**src/rtl/cr_sa_snap_reader_if.sv**
```systemverilog
// Readout beat channel from the SA snapshot reader toward the CSR/debug path.
interface cr_sa_snap_reader_if #(
  parameter int IDX_W = 4
) ();
  logic             rd_valid;
  logic             rd_ready;
  logic [31:0]      rd_data;
  logic [IDX_W-1:0] rd_idx;
  logic             rd_hi;
  logic             rd_last;

  modport master (
    output rd_valid, rd_data, rd_idx, rd_hi, rd_last,
    input  rd_ready
  );

  modport slave (
    input  rd_valid, rd_data, rd_idx, rd_hi, rd_last,
    output rd_ready
  );
endinterface

```
**src/rtl/cr_sa_snap_reader.sv**
```systemverilog
// SA counter bank readout engine: strobes a snapshot (optionally with clear)
// and streams each 50-bit snapshot as a low word then a high word.
//
// state     | meaning
// ----------+------------------------------------------------------------
// S_IDLE    | waiting for dump_req; dump_clr latched on acceptance
// S_SNAP    | single cycle: sa_snap (and sa_clear if requested) high
// S_SEND_LO | offering bits [31:0] of counter idx
// S_SEND_HI | offering bits [49:32] of counter idx, zero-extended
// S_DONE    | single cycle done pulse, then back to idle
module cr_sa_snap_reader #(
  parameter int N_CTR = 16,
  parameter int IDX_W = (N_CTR > 1) ? $clog2(N_CTR) : 1
) (
  input  logic                  i_clk,
  input  logic                  i_rst,
  input  logic                  i_dump_req,
  input  logic                  i_dump_clr,
  input  logic [N_CTR*50-1:0]   i_sa_snapshot,
  output logic                  o_sa_snap,
  output logic                  o_sa_clear,
  output logic                  o_busy,
  output logic                  o_done,
  cr_sa_snap_reader_if.master   rd
);

  localparam logic [IDX_W-1:0] LP_IDX_LAST = IDX_W'(N_CTR - 1);

  typedef enum logic [2:0] {
    S_IDLE    = 3'd0,
    S_SNAP    = 3'd1,
    S_SEND_LO = 3'd2,
    S_SEND_HI = 3'd3,
    S_DONE    = 3'd4
  } state_t;

  state_t           r_state;
  state_t           w_state_nxt;
  logic [IDX_W-1:0] r_idx;
  logic             r_clr_q;
  logic             w_hs;
  logic [49:0]      w_word;

  // Handshake is derived from state so the output block never feeds back into itself.
  assign w_hs = ((r_state == S_SEND_LO) || (r_state == S_SEND_HI)) && rd.rd_ready;

  // State register.
  always_ff @(posedge i_clk) begin
    if (i_rst) r_state <= S_IDLE;
    else       r_state <= w_state_nxt;
  end

  // Counter index and latched clear qualifier.
  always_ff @(posedge i_clk) begin
    if (i_rst) begin
      r_idx   <= '0;
      r_clr_q <= 1'b0;
    end else begin
      if ((r_state == S_IDLE) && i_dump_req) r_clr_q <= i_dump_clr;
      if (r_state == S_SNAP) r_idx <= '0;
      else if ((r_state == S_SEND_HI) && w_hs && (r_idx != LP_IDX_LAST))
        r_idx <= r_idx + IDX_W'(1);
    end
  end

  // Next-state decode.
  always_comb begin
    w_state_nxt = r_state;
    unique case (r_state)
      S_IDLE:    if (i_dump_req) w_state_nxt = S_SNAP;
      S_SNAP:    w_state_nxt = S_SEND_LO;
      S_SEND_LO: if (w_hs) w_state_nxt = S_SEND_HI;
      S_SEND_HI: if (w_hs) w_state_nxt = (r_idx == LP_IDX_LAST) ? S_DONE : S_SEND_LO;
      S_DONE:    w_state_nxt = S_IDLE;
      default:   w_state_nxt = S_IDLE;
    endcase
  end

  // Select the current counter's snapshot; the bank is frozen during a dump.
  always_comb begin
    w_word = '0;
    for (int k = 0; k < N_CTR; k++) begin
      if (r_idx == IDX_W'(k)) w_word = i_sa_snapshot[k*50 +: 50];
    end
  end

  // Moore outputs.
  always_comb begin
    o_sa_snap   = 1'b0;
    o_sa_clear  = 1'b0;
    o_busy      = 1'b1;
    o_done      = 1'b0;
    rd.rd_valid = 1'b0;
    rd.rd_data  = '0;
    rd.rd_idx   = '0;
    rd.rd_hi    = 1'b0;
    rd.rd_last  = 1'b0;
    unique case (r_state)
      S_IDLE: o_busy = 1'b0;
      S_SNAP: begin
        o_sa_snap  = 1'b1;
        o_sa_clear = r_clr_q;
      end
      S_SEND_LO: begin
        rd.rd_valid = 1'b1;
        rd.rd_data  = w_word[31:0];
        rd.rd_idx   = r_idx;
      end
      S_SEND_HI: begin
        rd.rd_valid = 1'b1;
        rd.rd_hi    = 1'b1;
        rd.rd_data  = {14'b0, w_word[49:32]};
        rd.rd_idx   = r_idx;
        rd.rd_last  = (r_idx == LP_IDX_LAST);
      end
      S_DONE:  o_done = 1'b1;
      default: o_busy = 1'b0;
    endcase
  end

endmodule

```
**src/flat_wrapper.sv**
```systemverilog
// flat-port wrapper written by rule: the top's interface ports become plain ports
module cr_sa_snap_reader_flat 
#(
  parameter int N_CTR = 16,
  parameter int IDX_W = (N_CTR > 1) ? $clog2(N_CTR) : 1
)
  (i_clk, i_rst, i_dump_req, i_dump_clr, i_sa_snapshot, o_sa_snap, o_sa_clear, o_busy, o_done, rd_rd_valid, rd_rd_data, rd_rd_idx, rd_rd_hi, rd_rd_last, rd_rd_ready);
  cr_sa_snap_reader_if #(.IDX_W(IDX_W)) rd_i ();
  input  logic i_clk;
  input  logic i_rst;
  input  logic i_dump_req;
  input  logic i_dump_clr;
  input  logic [N_CTR*50-1:0] i_sa_snapshot;
  output logic o_sa_snap;
  output logic o_sa_clear;
  output logic o_busy;
  output logic o_done;
  output wire logic [$bits(rd_i.rd_valid)-1:0] rd_rd_valid;
  output wire logic [$bits(rd_i.rd_data)-1:0] rd_rd_data;
  output wire logic [$bits(rd_i.rd_idx)-1:0] rd_rd_idx;
  output wire logic [$bits(rd_i.rd_hi)-1:0] rd_rd_hi;
  output wire logic [$bits(rd_i.rd_last)-1:0] rd_rd_last;
  input wire logic [$bits(rd_i.rd_ready)-1:0] rd_rd_ready;
  assign rd_rd_valid = rd_i.rd_valid;
  assign rd_rd_data = rd_i.rd_data;
  assign rd_rd_idx = rd_i.rd_idx;
  assign rd_rd_hi = rd_i.rd_hi;
  assign rd_rd_last = rd_i.rd_last;
  assign rd_i.rd_ready = rd_rd_ready;
  cr_sa_snap_reader #(.N_CTR(N_CTR), .IDX_W(IDX_W)) u_core (.i_clk(i_clk), .i_rst(i_rst), .i_dump_req(i_dump_req), .i_dump_clr(i_dump_clr), .i_sa_snapshot(i_sa_snapshot), .o_sa_snap(o_sa_snap), .o_sa_clear(o_sa_clear), .o_busy(o_busy), .o_done(o_done), .rd(rd_i));
endmodule
```
**config.mk**
```make
export PLATFORM = sky130hd
export DESIGN_NAME = cr_sa_snap_reader_flat
export DESIGN_NICKNAME = d
export VERILOG_FILES = /design/src/rtl/cr_sa_snap_reader_if.sv /design/src/rtl/cr_sa_snap_reader.sv /design/src/flat_wrapper.sv
export SDC_FILE = /design/constraint.sdc
export NUM_CORES = 1
export LEC_CHECK = 0
export BUFFER_PORTS_ARGS = -buffer_cell sky130_fd_sc_hd__buf_2
export CORE_AREA = 2 2 333 335
export DETAILED_ROUTE_END_ITERATION = 16
export DIE_AREA = 0 0 335 337
export PLACE_DENSITY = 0.3
export SLEW_MARGIN = 40
export SYNTH_ARGS = -nofsm -noshare
export SYNTH_HDL_FRONTEND = slang
export SYNTH_SLANG_ARGS = --single-unit
export TNS_END_PERCENT = 50
```
**constraint.sdc**
```tcl
create_clock -name i_clk -period 5.06 [get_ports i_clk]
set_clock_uncertainty 0.15 [all_clocks]
set_input_delay 1.012 -clock i_clk [delete_from_list [all_inputs] [get_ports i_clk]]
set_output_delay 1.012 -clock i_clk [all_outputs]
set_load 0.01 [all_outputs]
```
# After elaboration in Yosys (flattened, before gate mapping)
# Index checks and enable logic that the tools add are counted.
# op_classes
mux,30
add_sub_neg,1
n_eq_ne,23
n_reduce_logical,11
# op_table
op,count
50-bit two-way mux,16
32-bit case mux with 2 select lines,1
"4-bit == test, second input constant",8
"4-bit by 3-bit == test with 1-bit output, second input constant",4
3-bit two-way mux,4
3-bit case mux with 4 select lines,1
"4-bit by 2-bit == test with 1-bit output, second input constant",2
1-bit two-way mux,7
"3-bit by 2-bit == test with 1-bit output, second input constant",2
"4-bit by 1-bit adder with 4-bit output, second input constant",1
"4-bit by 1-bit == test with 1-bit output, second input constant",1
1-bit logical AND,4
4-bit zero test,1
4-bit two-way mux,1
"2-bit by 1-bit inequality test with 1-bit output, second input constant",2
"4-bit inequality test, second input constant",1
2-bit OR reduction,2
4-bit OR reduction,1
"3-bit by 1-bit == test with 1-bit output, second input constant",1
"3-bit == test, second input constant",1
3-bit zero test,1
3-bit AND reduction,1
"2-bit inequality test, second input constant",1
1-bit logical OR,1
# totals
out_inout_bits,43
elab_cells,68
reg_bits,8

# Depth between registers and ports, before layout
# logic_depth
word_depth,18
mapped_depth,12

# Least setup slack after synthesis
# OpenSTA, ideal clock, no wires.
# synth_path
path_type,reg-to-output
startpoint,register u_core.r_idx[0]
endpoint,output rd_rd_data[0]
stages_incl_launch_ff,11
path_slack_ns,1.747
t_arrival_ns,2.151
t_required_ns,3.898
path_cell_list,dfxtp_1 > inv_1 > ha_1 > buf_2 > nor2b_1 > buf_2 > a221oi_2 > nor2_1 > a2111oi_0 > a2111oi_0 > a221o_1
# synth_between
elab_chain_cells,18
# synth_rtl
item,line,source
start: declaration,cr_sa_snap_reader.sv:39,logic [IDX_W-1:0] r_idx;
start signal: assignment,cr_sa_snap_reader.sv:62,r_idx <= r_idx + IDX_W'(1);
4-bit zero test,cr_sa_snap_reader.sv:83,if (r_idx == IDX_W'(k)) w_word = i_sa_snapshot[k*50 +: 50];
50-bit two-way mux (15 in series),cr_sa_snap_reader.sv:83,
50-bit two-way mux *,cr_sa_snap_reader.sv:83,
32-bit case mux with 2 select lines *,cr_sa_snap_reader.sv:98,unique case (r_state)
end: declaration,flat_wrapper.sv:19,output wire logic [$bits(rd_i.rd_data)-1:0] rd_rd_data;
# Every way passes the cells marked *; elsewhere a longest branch is shown, timed or not.

# Final worst setup path
# layout_path
startpoint,register u_core.r_idx[0]
endpoint,output rd_rd_data[5]
# Same word-level chain as after synthesis.

==> impl_metrics.json <==
{
  "max_cap_viol_count": 0,
  "gp_congestion": 0.857,
  "synth_edf_count": 0,
  "synth_top_family_by_area": "compound AO/OA/AOI/OAI gates",
  "cp_num_buf_inv": 4,
  "synth.cell_area_sq_mm": 0.00806,
  "cp_cell_sequence": "inv_1, ha_4, buf_4, nor2b_2, o21ai_2, buf_4, a31oi_1, o32a_1, nor2_1, a221o_1, buf_2",
  "largest_net_degree_at_the_start_of_global_routing": 84,
  "report.power.total_mw": 0.982,
  "rows": 122,
  "cp_slowest_stage_delay_ps": 500,
  "regToRegEndpoint": "u_core.r_idx[3]",
  "muxShareOfSynthArea_pct": 0.497,
  "antenna_violations_before_repair": 57,
  "max-clock-path-buffers": 2,
  "seq_area_frac_synth_pct": 1.99,
  "routedWlPerCell_microns": 35.1,
  "post-route-period-util_pct": 97.5,
  "first_global_vias": 16000,
  "outcome": "completed",
  "worst-r2r-cell-count": 7,
  "max_freq_mhz": 203,
  "synthSimpleGateAreaFrac_pct": 19.9,
  "detail_route_antenna_nets": 0,
  "buffer_ports.inserted": 847,
  "postLayoutSetupSlackWorst_ps": 127,
  "synth.net_count": 2093,
  "synthesis.area_per_instance_sq_um": 6.28,
  "die_height_microns": 337,
  "area_growth_pct": 82.6,
  "final_cell_mix": "buf_2, a21oi_1, nand2_1",
  "worst_hold_path_type": "flip-flop to flip-flop",
  "drive_above_1_share_pct": 49.4,
  "start_util_pct": 7.35,
  "clock_sink_count": 8,
  "drt_pass1_iterations": 6,
  "ctsRootBufferMaster": "clkbuf_16",
  "cp_common_cell": "buf_4",
  "cts_made_buffers": 3,
  "report.final.hold_viol_count": 0,
  "power_per_cell_area_mw_per_mm2": 66.8,
  "wl_mm": 124,
  "crit_required_ps": 3900,
  "final-max-slew-violation-count": 0,
  "layout_commonest_cell": "buf_2",
  "drc_errors": 0,
  "r2r_start": "u_core.r_idx[1]",
  "synth.top_cell.area_share_pct": 11.2,
  "synthXorXnorAreaFrac_pct": 0.326,
  "num_io_pins": 848,
  "timing.slew.headroom_pct": 40.7,
  "synth-async-reset-ratio_pct": 0,
  "hold-path-endpoint": "u_core.r_clr_q",
  "post-route-min-period_ps": 4930,
  "clk_pin_slew_ps": 50,
  "setup_violations": 0,
  "nets": 2902,
  "post-cts-setup-buffers": 0,
  "path_class": "flip-flop to output pin",
  "worst_setup_path_end_kind": "output pin",
  "num-fill-cells": 13000,
  "cpLargestDelayFamily": "compound AO/OA/AOI/OAI gates",
  "critical-path-slowest-cell": "nor2b_2",
  "vias": 15800,
  "timing.reg2reg.setup_slack_ps": 2090,
  "cp-start-kind": "flip-flop",
  "grt_pass1_wl_mm": 156,
  "rsz0062_at_grt": "no",
  "synthAdderAreaFrac_pct": 0.621,
  "synthDominantAreaCellType": "a221oi_1",
  "htree_levels": 1,
  "commonest_register_cell_after_synthesis": "dfxtp_1",
  "min_from": "u_core.r_clr_q",
  "power.static_leakage_nw": 6.31,
  "hpwlAfterDp_mm": 105,
  "tightest_slew_ps": 890,
  "yosys_register_bits": 8,
  "design.core.area_sq_mm": 0.110,
  "cp_data_arrival_time_ps": 3770,
  "gr-usage-all-layers_pct": 20.7,
  "worst_skew_pair.late_latency_ps": 250,
  "peakVddDrop_uv": 76.6,
  "hold_depth": 2,
  "detailedRoute.firstIterationViolations": 1038,
  "chipWidth_microns": 335,
  "cp_max_fo": 27,
  "yosysUniqueCellTypes": 67,
  "global_route.overflow_total": 0,
  "yosysWarningCount": 0,
  "syn_inst": 1284,
  "die-area_sq_mm": 0.113,
  "post-place-ws_ps": 137,
  "cts_tree": "yes",
  "ys_top_cells_by_area": "a221oi_1, o221ai_1, a21oi_1",
  "route.detailed.vias_per_inst": 4.48,
  "compound_gate_portion_of_the_synthesized_area_pct": 66.0
}
[cell families after synthesis]
group	count (synthesis)
AO/OA/AOI/OAI	736
AND/OR/NAND/NOR	341
buffers and inverters	188
flip-flops	8
multiplexers	4
adder cells (fa/ha/maj)	4
XOR/XNOR	3
[timing repair]
action,4_1_cts,5_1_grt
endpoints found under the setup margin,2,2
gates resized for setup,1,5
hold buffers,0,0
pin swaps,0,1
cloned,0,0
[per-layer routing]
| metal | wire (microns) | GRT usage [%] |
|---|---|---|
| met5 | 184 | 0 |
| met4 | 2760 | 4.31 |
| met3 | 8040 | 3.84 |
| met2 | 58700 | 35.3 |
| met1 | 54200 | 26.9 |
[tightest hold or removal path: stages, from the launching register on]
cell and delay (ps):
dfxtp_1 330, mux2i_1 80, nor2_1 70
[synthesized netlist by cell type (all sizes together) (9+ instances only)]
library cell	number
o221ai	77
a22o	14
nand4	10
o22ai	62
nand3	12
nand2b	14
a221oi	104
nor2	91
inv	14
a211o	12
a221o	46
o21ai	113
buf	104
a31oi	15
nand2	129
o211ai	24
nor3	22
clkbuf	69
o32ai	13
and2	9
a22oi	41
a21oi	134
a311oi	11
nor2b	19
[sequential cells by signal (all words and copies together), names as in the netlist]
name            cells
u_core.r_clr_q      1
u_core.r_state      3
u_core.r_idx        4
[how the worst max path moves through the flow]
stage / start / depth (start not counted) / endpoint
3_5_place_dp: u_core.r_idx[0] / 11 / rd_rd_data[5]
3_3_place_gp: u_core.r_idx[0] / 10 / rd_rd_data[1]
4_1_cts: u_core.r_idx[0] / 11 / rd_rd_data[10]
6_report: u_core.r_idx[0] / 11 / rd_rd_data[5]
2_1_floorplan: u_core.r_idx[0] / 10 / rd_rd_data[0]
5_1_grt: u_core.r_idx[1] / 12 / rd_rd_data[10]
[cell type report]
cell class                 instances  area (sq um)  area share [%]
inverter                          15          63.8           0.434
timing repair buffer             977          5360            36.4
antenna                           13          32.5           0.221
tap                             1426          1780            12.1
multi-input combinational       1088          7220            49.1
clock buffer                       4          78.8           0.536
sequential                         8           169            1.15
[metrics by stage]
stage                     cell area (sq um)  setup TNS (ps)  hold WS, ps  utilization [%]  instances
after detailed placement              14600               0          349             13.3       3514
after global placement                14500           -11.4          333             13.2       3511
after global routing                  14700               0          428             13.4       3524
final                                 14700               0          365             13.4       3531
after floorplan                        8060               0          305                -       1284
after CTS                             14700           -71.9          360             13.4       3518
[report_power, final]
| group | total [mW] | internal [mW] | leakage (nW) | switching [mW] |
|---|---|---|---|---|
| clock | 0.155 | 0.107 | 0.0382 | 0.0479 |
| combinational | 0.761 | 0.364 | 6.20 | 0.397 |
| sequential | 0.0667 | 0.0643 | 0.0672 | 0.00238 |
No activity file was read; power rests on OpenSTA's default activity.
